$ cat src/rtl/fpga_in_debounce_pkg.sv
// Shared board-input constants: bit positions of every pin in the packed 28-bit input vector.
package lotr_pkg;

    localparam int NUM_FPGA_IN         = 28;
    localparam int FPGA_IN_BUTTON_0    = 0;
    localparam int FPGA_IN_BUTTON_1    = 1;
    localparam int FPGA_IN_SWITCH_LSB  = 2;
    localparam int FPGA_IN_SWITCH_MSB  = 11;
    localparam int FPGA_IN_ARDUINO_LSB = 12;
    localparam int FPGA_IN_ARDUINO_MSB = 27;

    localparam int FPGA_IN_SWITCH_W  = FPGA_IN_SWITCH_MSB - FPGA_IN_SWITCH_LSB + 1;
    localparam int FPGA_IN_ARDUINO_W = FPGA_IN_ARDUINO_MSB - FPGA_IN_ARDUINO_LSB + 1;

    typedef logic [NUM_FPGA_IN-1:0] t_fpga_in;

endpackage

$ cat src/rtl/fpga_in_debounce_if.sv
// Raw board pins, their debounced copies and the rise-sticky clear/flag vectors.
interface fpga_in_debounce_if;
    import lotr_pkg::*;

    logic                         Button_0;
    logic                         Button_1;
    logic [FPGA_IN_SWITCH_W-1:0]  Switch;
    logic [FPGA_IN_ARDUINO_W-1:0] Arduino_dg_io;
    logic                         Button_0_Db;
    logic                         Button_1_Db;
    logic [FPGA_IN_SWITCH_W-1:0]  Switch_Db;
    logic [FPGA_IN_ARDUINO_W-1:0] Arduino_dg_io_Db;
    t_fpga_in                     ClearRiseQ;
    t_fpga_in                     RiseStickyQ;

    modport master (
        output Button_0, Button_1, Switch, Arduino_dg_io, ClearRiseQ,
        input  Button_0_Db, Button_1_Db, Switch_Db, Arduino_dg_io_Db, RiseStickyQ
    );

    modport slave (
        input  Button_0, Button_1, Switch, Arduino_dg_io, ClearRiseQ,
        output Button_0_Db, Button_1_Db, Switch_Db, Arduino_dg_io_Db, RiseStickyQ
    );

endinterface

$ cat src/rtl/fpga_in_debounce_bit.sv
// One input bit: 2-flop synchronizer, mismatch counter, stable flop, optional rise-sticky flag.
// Rise-sticky flop built only when LOTR_FPGA_IN_RISE_STICKY_EN is defined.
module fpga_in_debounce_bit #(
    parameter int DEBOUNCE_CYCLES = 250000,
    parameter int CNT_W           = $clog2(DEBOUNCE_CYCLES)
) (
    input  logic clk,
    input  logic srst,
    input  logic pin_i,
    input  logic clear_rise_i,
    output logic db_o,
    output logic rise_sticky_o
);

    localparam logic [CNT_W-1:0] CNT_MAX = CNT_W'(DEBOUNCE_CYCLES - 1);

    logic             sync1_q;
    logic             sync2_q;
    logic             stable_q;
    logic             stable_d;
    logic [CNT_W-1:0] cnt_q;
    logic [CNT_W-1:0] cnt_d;
    logic             rise;

    // Any edge where sync2 agrees with stable drops the count, so only an unbroken mismatch commits.
    always_comb begin
        stable_d = stable_q;
        cnt_d    = '0;
        rise     = 1'b0;
        if (sync2_q != stable_q) begin
            if (cnt_q == CNT_MAX) begin
                stable_d = sync2_q;
                rise     = sync2_q;
            end else begin
                cnt_d = cnt_q + CNT_W'(1);
            end
        end
    end

    always_ff @(posedge clk) begin
        if (srst) begin
            sync1_q  <= 1'b0;
            sync2_q  <= 1'b0;
            stable_q <= 1'b0;
            cnt_q    <= '0;
        end else begin
            sync1_q  <= pin_i;
            sync2_q  <= sync1_q;
            stable_q <= stable_d;
            cnt_q    <= cnt_d;
        end
    end

    assign db_o = stable_q;

`ifdef LOTR_FPGA_IN_RISE_STICKY_EN
    logic sticky_q;
    logic sticky_d;

    // A new rise outranks a clear arriving on the same edge.
    always_comb begin
        sticky_d = rise | (sticky_q & ~clear_rise_i);
    end

    always_ff @(posedge clk) begin
        if (srst) begin
            sticky_q <= 1'b0;
        end else begin
            sticky_q <= sticky_d;
        end
    end

    assign rise_sticky_o = sticky_q;
`else
    logic [1:0] unused_sticky_inputs;
    assign unused_sticky_inputs = {clear_rise_i, rise};
    assign rise_sticky_o        = 1'b0;
`endif

endmodule

$ cat src/rtl/fpga_in_debounce.sv
// Debounces all 28 board inputs; each bit handled by its own fpga_in_debounce_bit instance.
// Optional feature macro: LOTR_FPGA_IN_RISE_STICKY_EN (rise-sticky flags; RiseStickyQ reads 0 otherwise).
module fpga_in_debounce
    import lotr_pkg::*;
#(
    parameter int DEBOUNCE_CYCLES = 250000,
    parameter int CNT_W           = $clog2(DEBOUNCE_CYCLES)
) (
    input  logic                QClk,
    input  logic                RstQnnnH,
    fpga_in_debounce_if.slave   pins
);

    t_fpga_in in_vec;
    t_fpga_in db_vec;
    t_fpga_in sticky_vec;

    assign in_vec[FPGA_IN_BUTTON_0]                             = pins.Button_0;
    assign in_vec[FPGA_IN_BUTTON_1]                             = pins.Button_1;
    assign in_vec[FPGA_IN_SWITCH_MSB:FPGA_IN_SWITCH_LSB]        = pins.Switch;
    assign in_vec[FPGA_IN_ARDUINO_MSB:FPGA_IN_ARDUINO_LSB]      = pins.Arduino_dg_io;

    generate
        for (genvar gi = 0; gi < NUM_FPGA_IN; gi++) begin : g_bit
            fpga_in_debounce_bit #(
                .DEBOUNCE_CYCLES (DEBOUNCE_CYCLES),
                .CNT_W           (CNT_W)
            ) u_bit (
                .clk           (QClk),
                .srst          (RstQnnnH),
                .pin_i         (in_vec[gi]),
                .clear_rise_i  (pins.ClearRiseQ[gi]),
                .db_o          (db_vec[gi]),
                .rise_sticky_o (sticky_vec[gi])
            );
        end
    endgenerate

    assign pins.Button_0_Db      = db_vec[FPGA_IN_BUTTON_0];
    assign pins.Button_1_Db      = db_vec[FPGA_IN_BUTTON_1];
    assign pins.Switch_Db        = db_vec[FPGA_IN_SWITCH_MSB:FPGA_IN_SWITCH_LSB];
    assign pins.Arduino_dg_io_Db = db_vec[FPGA_IN_ARDUINO_MSB:FPGA_IN_ARDUINO_LSB];
    assign pins.RiseStickyQ      = sticky_vec;

endmodule
$ cat src/flat_wrapper.sv
// flat-port wrapper written by rule: the top's interface ports become plain ports
module fpga_in_debounce_flat import lotr_pkg::*;
#(
    parameter int DEBOUNCE_CYCLES = 250000,
    parameter int CNT_W           = $clog2(DEBOUNCE_CYCLES)
)
  (QClk, RstQnnnH, pins_Button_0, pins_Button_1, pins_Switch, pins_Arduino_dg_io, pins_ClearRiseQ, pins_Button_0_Db, pins_Button_1_Db, pins_Switch_Db, pins_Arduino_dg_io_Db, pins_RiseStickyQ);
  fpga_in_debounce_if pins_i ();
  input  logic QClk;
  input  logic RstQnnnH;
  input wire logic [$bits(pins_i.Button_0)-1:0] pins_Button_0;
  input wire logic [$bits(pins_i.Button_1)-1:0] pins_Button_1;
  input wire logic [$bits(pins_i.Switch)-1:0] pins_Switch;
  input wire logic [$bits(pins_i.Arduino_dg_io)-1:0] pins_Arduino_dg_io;
  input wire logic [$bits(pins_i.ClearRiseQ)-1:0] pins_ClearRiseQ;
  output wire logic [$bits(pins_i.Button_0_Db)-1:0] pins_Button_0_Db;
  output wire logic [$bits(pins_i.Button_1_Db)-1:0] pins_Button_1_Db;
  output wire logic [$bits(pins_i.Switch_Db)-1:0] pins_Switch_Db;
  output wire logic [$bits(pins_i.Arduino_dg_io_Db)-1:0] pins_Arduino_dg_io_Db;
  output wire logic [$bits(pins_i.RiseStickyQ)-1:0] pins_RiseStickyQ;
  assign pins_i.Button_0 = pins_Button_0;
  assign pins_i.Button_1 = pins_Button_1;
  assign pins_i.Switch = pins_Switch;
  assign pins_i.Arduino_dg_io = pins_Arduino_dg_io;
  assign pins_i.ClearRiseQ = pins_ClearRiseQ;
  assign pins_Button_0_Db = pins_i.Button_0_Db;
  assign pins_Button_1_Db = pins_i.Button_1_Db;
  assign pins_Switch_Db = pins_i.Switch_Db;
  assign pins_Arduino_dg_io_Db = pins_i.Arduino_dg_io_Db;
  assign pins_RiseStickyQ = pins_i.RiseStickyQ;
  fpga_in_debounce #(.DEBOUNCE_CYCLES(DEBOUNCE_CYCLES), .CNT_W(CNT_W)) u_core (.QClk(QClk), .RstQnnnH(RstQnnnH), .pins(pins_i));
endmodule
$ cat config.mk
export PLATFORM = sky130hd
export DESIGN_NAME = fpga_in_debounce_flat
export DESIGN_NICKNAME = d
export VERILOG_FILES = /design/src/rtl/fpga_in_debounce_pkg.sv /design/src/rtl/fpga_in_debounce_if.sv /design/src/rtl/fpga_in_debounce_bit.sv /design/src/rtl/fpga_in_debounce.sv /design/src/flat_wrapper.sv
export SDC_FILE = /design/constraint.sdc
export NUM_CORES = 1
export LEC_CHECK = 0
export ABC_AREA = 1
export BUFFER_PORTS_ARGS = -buffer_cell sky130_fd_sc_hd__buf_2
export CELL_PAD_IN_SITES_DETAIL_PLACEMENT = 0
export CELL_PAD_IN_SITES_GLOBAL_PLACEMENT = 1
export CORE_MARGIN = 3
export CORE_UTILIZATION = 49
export CTS_CLUSTER_SIZE = 28
export DETAILED_ROUTE_END_ITERATION = 10
export PLACE_DENSITY = 0.95
export SETUP_SLACK_MARGIN = 0.2
export SYNTH_ARGS = -nofsm -noshare
export SYNTH_HDL_FRONTEND = slang
export SYNTH_SLANG_ARGS = --single-unit
$ cat constraint.sdc
create_clock -name QClk -period 4 [get_ports QClk]
set_input_delay 0.8 -clock QClk [delete_from_list [all_inputs] [get_ports QClk]]
set_output_delay 0.8 -clock QClk [all_outputs]
set_load 0.02 [all_outputs]
==> impl_metrics.yaml, run 1 <==
min_path:
  hold-path-endpoint: "u_core.g_bit[18].u_bit.sync2_q"
  hold_path.startpoint: "u_core.g_bit[18].u_bit.sync1_q"
  whs_path_depth: 2
  holdCritPathClass: "reg2reg"
timing:
  setup_viol_count_final: 0
  rsz0062_at_grt: "false"
  fin_tns_setup_ns: 0
  finalHoldViolCount: 0
  period_share_pct: 49.95
  skew_ns: 0.01908
  tightestPinTransition_ns: 0.7734
  maxSlewViolCount: 0
  relSlewSlack_pct: 48.37
  period_needed_ns: 1.998
  fmax_mhz: 500.5
  setup_slack_ns: 2.002
routing:
  via_count: 24480
  totalWireLength_mm: 56.51
  antenna_left: 0
  via_per_inst: 4.717
  drt_iter0_markers: 1100
  wl_per_cell_um: 10.89
  drc: 0
  first_pass_iters: 5
placement:
  post-place-ws_ns: 1.364
  place_inst: 5078
  place.gp.congestion: 0.8390
  dp_hpwl_mm: 40.22
  portBuffers: 57
synthesis:
  yosysTopAreaCell: "dfxtp_1"
  syn-cell-area_um2: 29350
  synth-seq-cells: 588
  synth.most_common_cell: "nand2_1"
  ys_async_sr_fraction_pct: 0
  syn_avg_cell_area_um2: 6.805
  synth_top_flop_cell: "dfxtp_1"
  ys_types: 33
  yosysTopAreaCellShare_pct: 40.11
  synth_enable_flop_cells: 0
  synth_area_leaders: "dfxtp_1, nand2_1, nor2_1, inv_1, xor2_1"
  ys_warn_count: 0
  synth_common_cells: "nand2_1, nor2_1, dfxtp_1"
  syn_inst: 4313
  ys_seq_area_share_pct: 40.11
global_route:
  gr-usage-all-layers_pct: 18.17
  antenna_found_initial: 0
  grt_max_degree: 54
  grt_remaining_overflow: 0
  grt_pass1_wl_mm: 100.2
  first_global_vias: 22740
layout:
  areaGrowthSynthToFinish_pct: 9.251
  multi_input_area_um2: 15040
  final.fill_count: 5872
  diodes: 0
  final_cells: 5189
  drive_above_1_share_pct: 8.175
  final-seq-area_um2: 11770
  nNetsFinal: 4460
power:
  peakVddDrop_mv: 0.3170
  finalPower_mw: 12.10
  leakage_nw: 10.35
  power_density_nw_per_um2: 377.3
die:
  start_util_pct: 49.64
  design.die.area_um2: 62870
  design.core.area_um2: 59130
  die_w_um: 250.7
  die_y_um: 250.7
  rows: 89
  io_pins: 114
setup_path:
  reg2regPathDepth: 8
  cp.arrival_ns: 1.20
  crit_buf_inv: 1
  slowest_stage: "dfxtp_1"
  cpLargestDelayFamily: "flip-flops"
  rr_endpoint: "u_core.g_bit[14].u_bit.cnt_q[3]"
  end_kind: "primary output"
  start_kind: "register"
  criticalPathCategory: "reg2out"
  cp_max_fo: 3
  regToRegSetupSlack_ns: 2.27
  cpPeakStageDelay_ns: 0.41
  cp.depth: 1
  r2r-start: "u_core.g_bit[14].u_bit.cnt_q[0]"
  worstPathRequired_ns: 3.20
  worstPathCellList: "buf_2"
clock_tree:
  clk_latency_ns: 0.59
  cts.sinks: 588
  postCtsSetupBuffers: 0
  clk_path_buf_depth: 3
  hold_buffers: 0
  root_buffer: "clkbuf_16"
  cts_tree: "yes"
  cts_made_buffers: 67
  post_cts_resized: 0
  cts.clk_slew.worst_paths_ns: 0.06
  htreeDepth: 3
job:
  drv_cap: 0
status:
  outcome: "finished, final reports clean"
[worst register-to-register path: cells and delay by family (launching register included)]
family	cells	cell delay, ns
AOI/OAI and AO/OA	1	0.09
adders and majority gates	1	0.24
DFF	1	0.44
and+or+nand+nor	5	0.73
buffers and inverters	1	0.10
[sequential cells by signal (all words and copies together), names as in the netlist]
name                        flops
u_core.g_bit.u_bit.db_o        28
u_core.g_bit.u_bit.cnt_q      504
u_core.g_bit.u_bit.sync1_q     28
u_core.g_bit.u_bit.sync2_q     28
[stage by stage]
step | util, % | area [um^2] | hold slack [ns]
finish | 54.23 | 32070 | 0.3971
global route | 54.23 | 32070 | 0.3877
CTS | 54.23 | 32070 | 0.3679
detailed placement | 50.60 | 29920 | 0.3932
global placement | 50.60 | 29920 | 0.3888
floorplan | - | 29450 | 0.3883
[layer usage]
metal  vias up  GRT usage [%]  routed length [um]
li1      13400              -                   -
met1     10760          24.31               28400
met2       235          30.37               25130
met3        80          3.269                1935
met4         0          4.784                1035
met5         -              0                   0
[cells in the final DEF (no fill, tap or decap), types with 6 or more instances in the layout]
cell       netlist  layout
nand3_1        251     251
conb_1           1      28
o21ai_0         84      84
nor2_2          87      87
inv_1          479     478
xnor2_1         60      60
nand2_1       1042    1042
nand4_1         69      69
dfxtp_1        588     588
nor3_1          34      34
nor2_4          20      20
o21bai_1        12      12
nor2_1         964     964
nand2_2         20      20
or2_2           36      36
inv_2            8       9
xor2_1         157     157
clkbuf_8         0      15
clkinv_2         0       6
buf_2            4      56
nand3_2          8       8
clkbuf_1         0      12
clkbuf_16        0      69
nand2_4         13      13
or2_0           20      20
a21oi_1        209     209
ha_1            28      28
nand3b_1        14      14
[worst max-delay path by stage]
stage	from	to	slack (ns)
global route	RstQnnnH	u_core.g_bit[12].u_bit.cnt_q[16]	1.86
CTS	u_core.g_bit[26].u_bit.db_o	pins_Arduino_dg_io_Db[14]	1.94
finish	u_core.g_bit[12].u_bit.db_o	pins_Arduino_dg_io_Db[0]	2.00
floorplan	RstQnnnH	u_core.g_bit[0].u_bit.sync1_q	2.30
global placement	RstQnnnH	u_core.g_bit[12].u_bit.cnt_q[3]	1.38
detailed placement	RstQnnnH	u_core.g_bit[12].u_bit.cnt_q[7]	1.36
[power by group]
| part | internal (mW) | switching, mW | total (mW) | leakage [nW] |
|---|---|---|---|---|
| Clock | 3.61 | 2.39 | 6.00 | 1.05 |
| Combinational | 0.0486 | 0.132 | 0.181 | 4.55 |
| Sequential | 5.89 | 0.0223 | 5.91 | 4.75 |
[logic make-up after synthesis]
family          after synthesis  synth area share [%]
compound gates              316                 5.729
xor+xnor                    217                 6.475
fa+ha+maj                    28                 1.194
buf+inv                     581                 9.008
flops                       588                 40.11
other cells                   1               0.01278
simple gates               2582                 37.48
[cell type report]
cell class / count / area share (%)
clock buffer: 96 / 6.169
inverter: 487 / 5.701
clock inverter: 15 / 0.5268
tap: 773 / 3.016
sequential: 588 / 36.71
timing repair buffer: 59 / 0.9833
multi-input combinational: 3171 / 46.89
Power figures use the tool's default switching activity.
==> inputs of run 2 (changes only) <==
--- a/config.mk
+++ b/config.mk
@@ -10,10 +10,10 @@
 export CELL_PAD_IN_SITES_DETAIL_PLACEMENT = 0
 export CELL_PAD_IN_SITES_GLOBAL_PLACEMENT = 1
 export CORE_MARGIN = 3
-export CORE_UTILIZATION = 49
+export CORE_UTILIZATION = 41
 export CTS_CLUSTER_SIZE = 28
 export DETAILED_ROUTE_END_ITERATION = 10
-export PLACE_DENSITY = 0.95
+export PLACE_DENSITY = 0.88
 export SETUP_SLACK_MARGIN = 0.2
 export SYNTH_ARGS = -nofsm -noshare
 export SYNTH_HDL_FRONTEND = slang
==> constraint.sdc (replaced) <==
create_clock -name QClk -period 1.6 [get_ports QClk]
set_input_delay 0.32 -clock QClk [delete_from_list [all_inputs] [get_ports QClk]]
set_output_delay 0.32 -clock QClk [all_outputs]
set_load 0.02 [all_outputs]
==> impl_metrics.yaml, run 2 (synthesized netlist as in run 1, its figures left out) <==
layout:
  regMostFlops: "u_core.g_bit.u_bit.cnt_q"
  final_common_cell: "nand2_1"
  drive_above_1_share_pct: 22.37
  diodes: 0
  largest_reg_flops: 504
  final_cells: 5621
  finish.utilization_pct: 52.97
  nNetsFinal: 4716
  final.fill_count: 6767
  areaGrowthSynthToFinish_pct: 27.26
  mostFrequentLayoutCells: "nand2_1, nor2_1, inv_1"
setup_path:
  cp_common_cell: "nand2_4"
  cpPeakStageDelay_ns: 0.37
  rr_endpoint: "u_core.g_bit[19].u_bit.cnt_q[12]"
  reg2regPathDepth: 8
  end_kind: "register"
  criticalPathCategory: "reg2reg"
  startpoint: "u_core.g_bit[19].u_bit.cnt_q[1]"
  crit_buf_inv: 1
  cp_max_fo: 4
  start_kind: "register"
  regToRegSetupSlack_ns: 0.17
  cp.arrival_ns: 1.94
  slowest_stage: "dfxtp_4"
  r2r-start: "u_core.g_bit[19].u_bit.cnt_q[1]"
  cpLargestDelayFamily: "simple AND/OR/NAND/NOR gates"
  worstPathRequired_ns: 2.11
  worstPathCellList: "ha_4 > nand2_4 > nor2_4 > nand2_2 > nand3b_1 > nand2_4 > clkbuf_16 > a21oi_2"
timing:
  relSlewSlack_pct: 55.90
  skew_ns: 0.02450
  period_share_pct: 89.66
  rsz0062_at_grt: "true"
  maxSlewViolCount: 0
  tightestPinTransition_ns: 0.6608
  fin_tns_setup_ns: 0
  hold_ws_ns: 0.1231
  fmax_mhz: 697.1
  setup_viol_count_final: 0
  finalHoldViolCount: 0
  period_needed_ns: 1.435
routing:
  drc: 0
  first_pass_iters: 5
  antenna_left: 0
  via_per_inst: 4.691
  drt_iter0_markers: 1391
  totalWireLength_mm: 66.21
  wl_per_cell_um: 11.78
  via_count: 26370
power:
  leakage_nw: 12.22
  power_density_nw_per_um2: 836.1
  peakVddDrop_mv: 0.8544
  finalPower_mw: 31.23
die:
  start_util_pct: 41.62
  die_y_um: 273.6
  die_w_um: 273.6
  design.die.area_um2: 74830
  io_pins: 114
  rows: 97
  design.core.area_um2: 70510
min_path:
  hold-path-endpoint: "u_core.g_bit[20].u_bit.sync2_q"
  hold_path.startpoint: "RstQnnnH"
  holdCritPathClass: "in2reg"
  whs_path_depth: 3
global_route:
  gr-usage-all-layers_pct: 17.01
  antenna_found_initial: 0
  grt_remaining_overflow: 0
  grt_pass1_wl_mm: 110.4
  first_global_vias: 24540
  grt_max_degree: 22
clock_tree:
  clk_path_buf_depth: 3
  cts_made_buffers: 69
  cts.clk_slew.worst_paths_ns: 0.06
  root_buffer: "clkbuf_16"
  htreeDepth: 3
  clk_latency_ns: 0.61
  cts.sinks: 588
  cts_tree: "yes"
placement:
  place.gp.congestion: 0.8335
  dp_hpwl_mm: 42.29
  portBuffers: 57
  place_inst: 5313
status:
  outcome: "finished, final reports clean"
job:
  drv_cap: 0
run 2: changes by cell type in the layout (fill, tap and decap cells not counted), moves of 49 or more:
cell | previous run | this run
a21oi_2 | 4 | 59
dfxtp_2 | 0 | 111
dfxtp_1 | 588 | 456
nor2_4 | 20 | 91
buf_4 | 2 | 155
nor2_1 | 964 | 856
nand2_1 | 1042 | 993
a21oi_1 | 209 | 153
run 2: area by class of cell:
cell class	count	area, um^2	area share (%)
tap	940	1176	3.149
sequential	588	11990	32.10
inverter	487	1848	4.948
timing repair inverter	3	22.52	0.06030
timing repair buffer	275	2531	6.777
clock buffer	103	2108	5.644
clock inverter	19	193.9	0.5192
multi-input combinational	3206	17480	46.81
run 2: metrics by stage:
step	setup slack, ns	instance area (um^2)
4_1_cts	0.1251	35130
6_report	0.1654	37350
3_3_place_gp	0.07705	30840
5_1_grt	0.09659	37350
3_5_place_dp	0.05111	30840
2_1_floorplan	0.2001	29520
run 2: where the power goes:
part,internal (mW),switching (mW)
clock,9.47,6.24
combinational,0.311,0.458
sequential,14.7,0.0535
run 2: worst max-delay path by stage:
stage	endpoint	slack, ns	cells after the start
floorplan	u_core.g_bit[10].u_bit.cnt_q[8]	0.20	9
global placement	u_core.g_bit[6].u_bit.cnt_q[11]	0.08	8
detailed placement	u_core.g_bit[6].u_bit.cnt_q[12]	0.05	8
CTS	pins_Arduino_dg_io_Db[1]	0.13	1
global route	u_core.g_bit[22].u_bit.cnt_q[9]	0.1	8
finish	u_core.g_bit[19].u_bit.cnt_q[12]	0.17	8
run 2: worst reg2reg max path: cells and delay by family, from the launching register on:
family | cells | cell delay [ns]
AO/OA/AOI/OAI | 1 | 0.03
adder cells (fa/ha/maj) | 1 | 0.15
buffers and inverters | 1 | 0.18
flip-flops | 1 | 0.37
AND/OR/NAND/NOR | 5 | 0.59
run 2: what timing repair did:
action                                  in CTS  in global routing
endpoints found under the hold margin       28                  0
hold buffers                                28                  0
pin swaps                                   60                129
endpoints found under the setup margin     530                533
resized for setup                          276                462
setup buffers                               56                 52
cloned                                      35                 15
run 2: layer usage:
layer / wire (um) / GRT usage, %
met3: 2330 / 3.103
met4: 1403 / 4.916
met5: 0 / 0
met2: 31270 / 28.65
met1: 31210 / 22.20
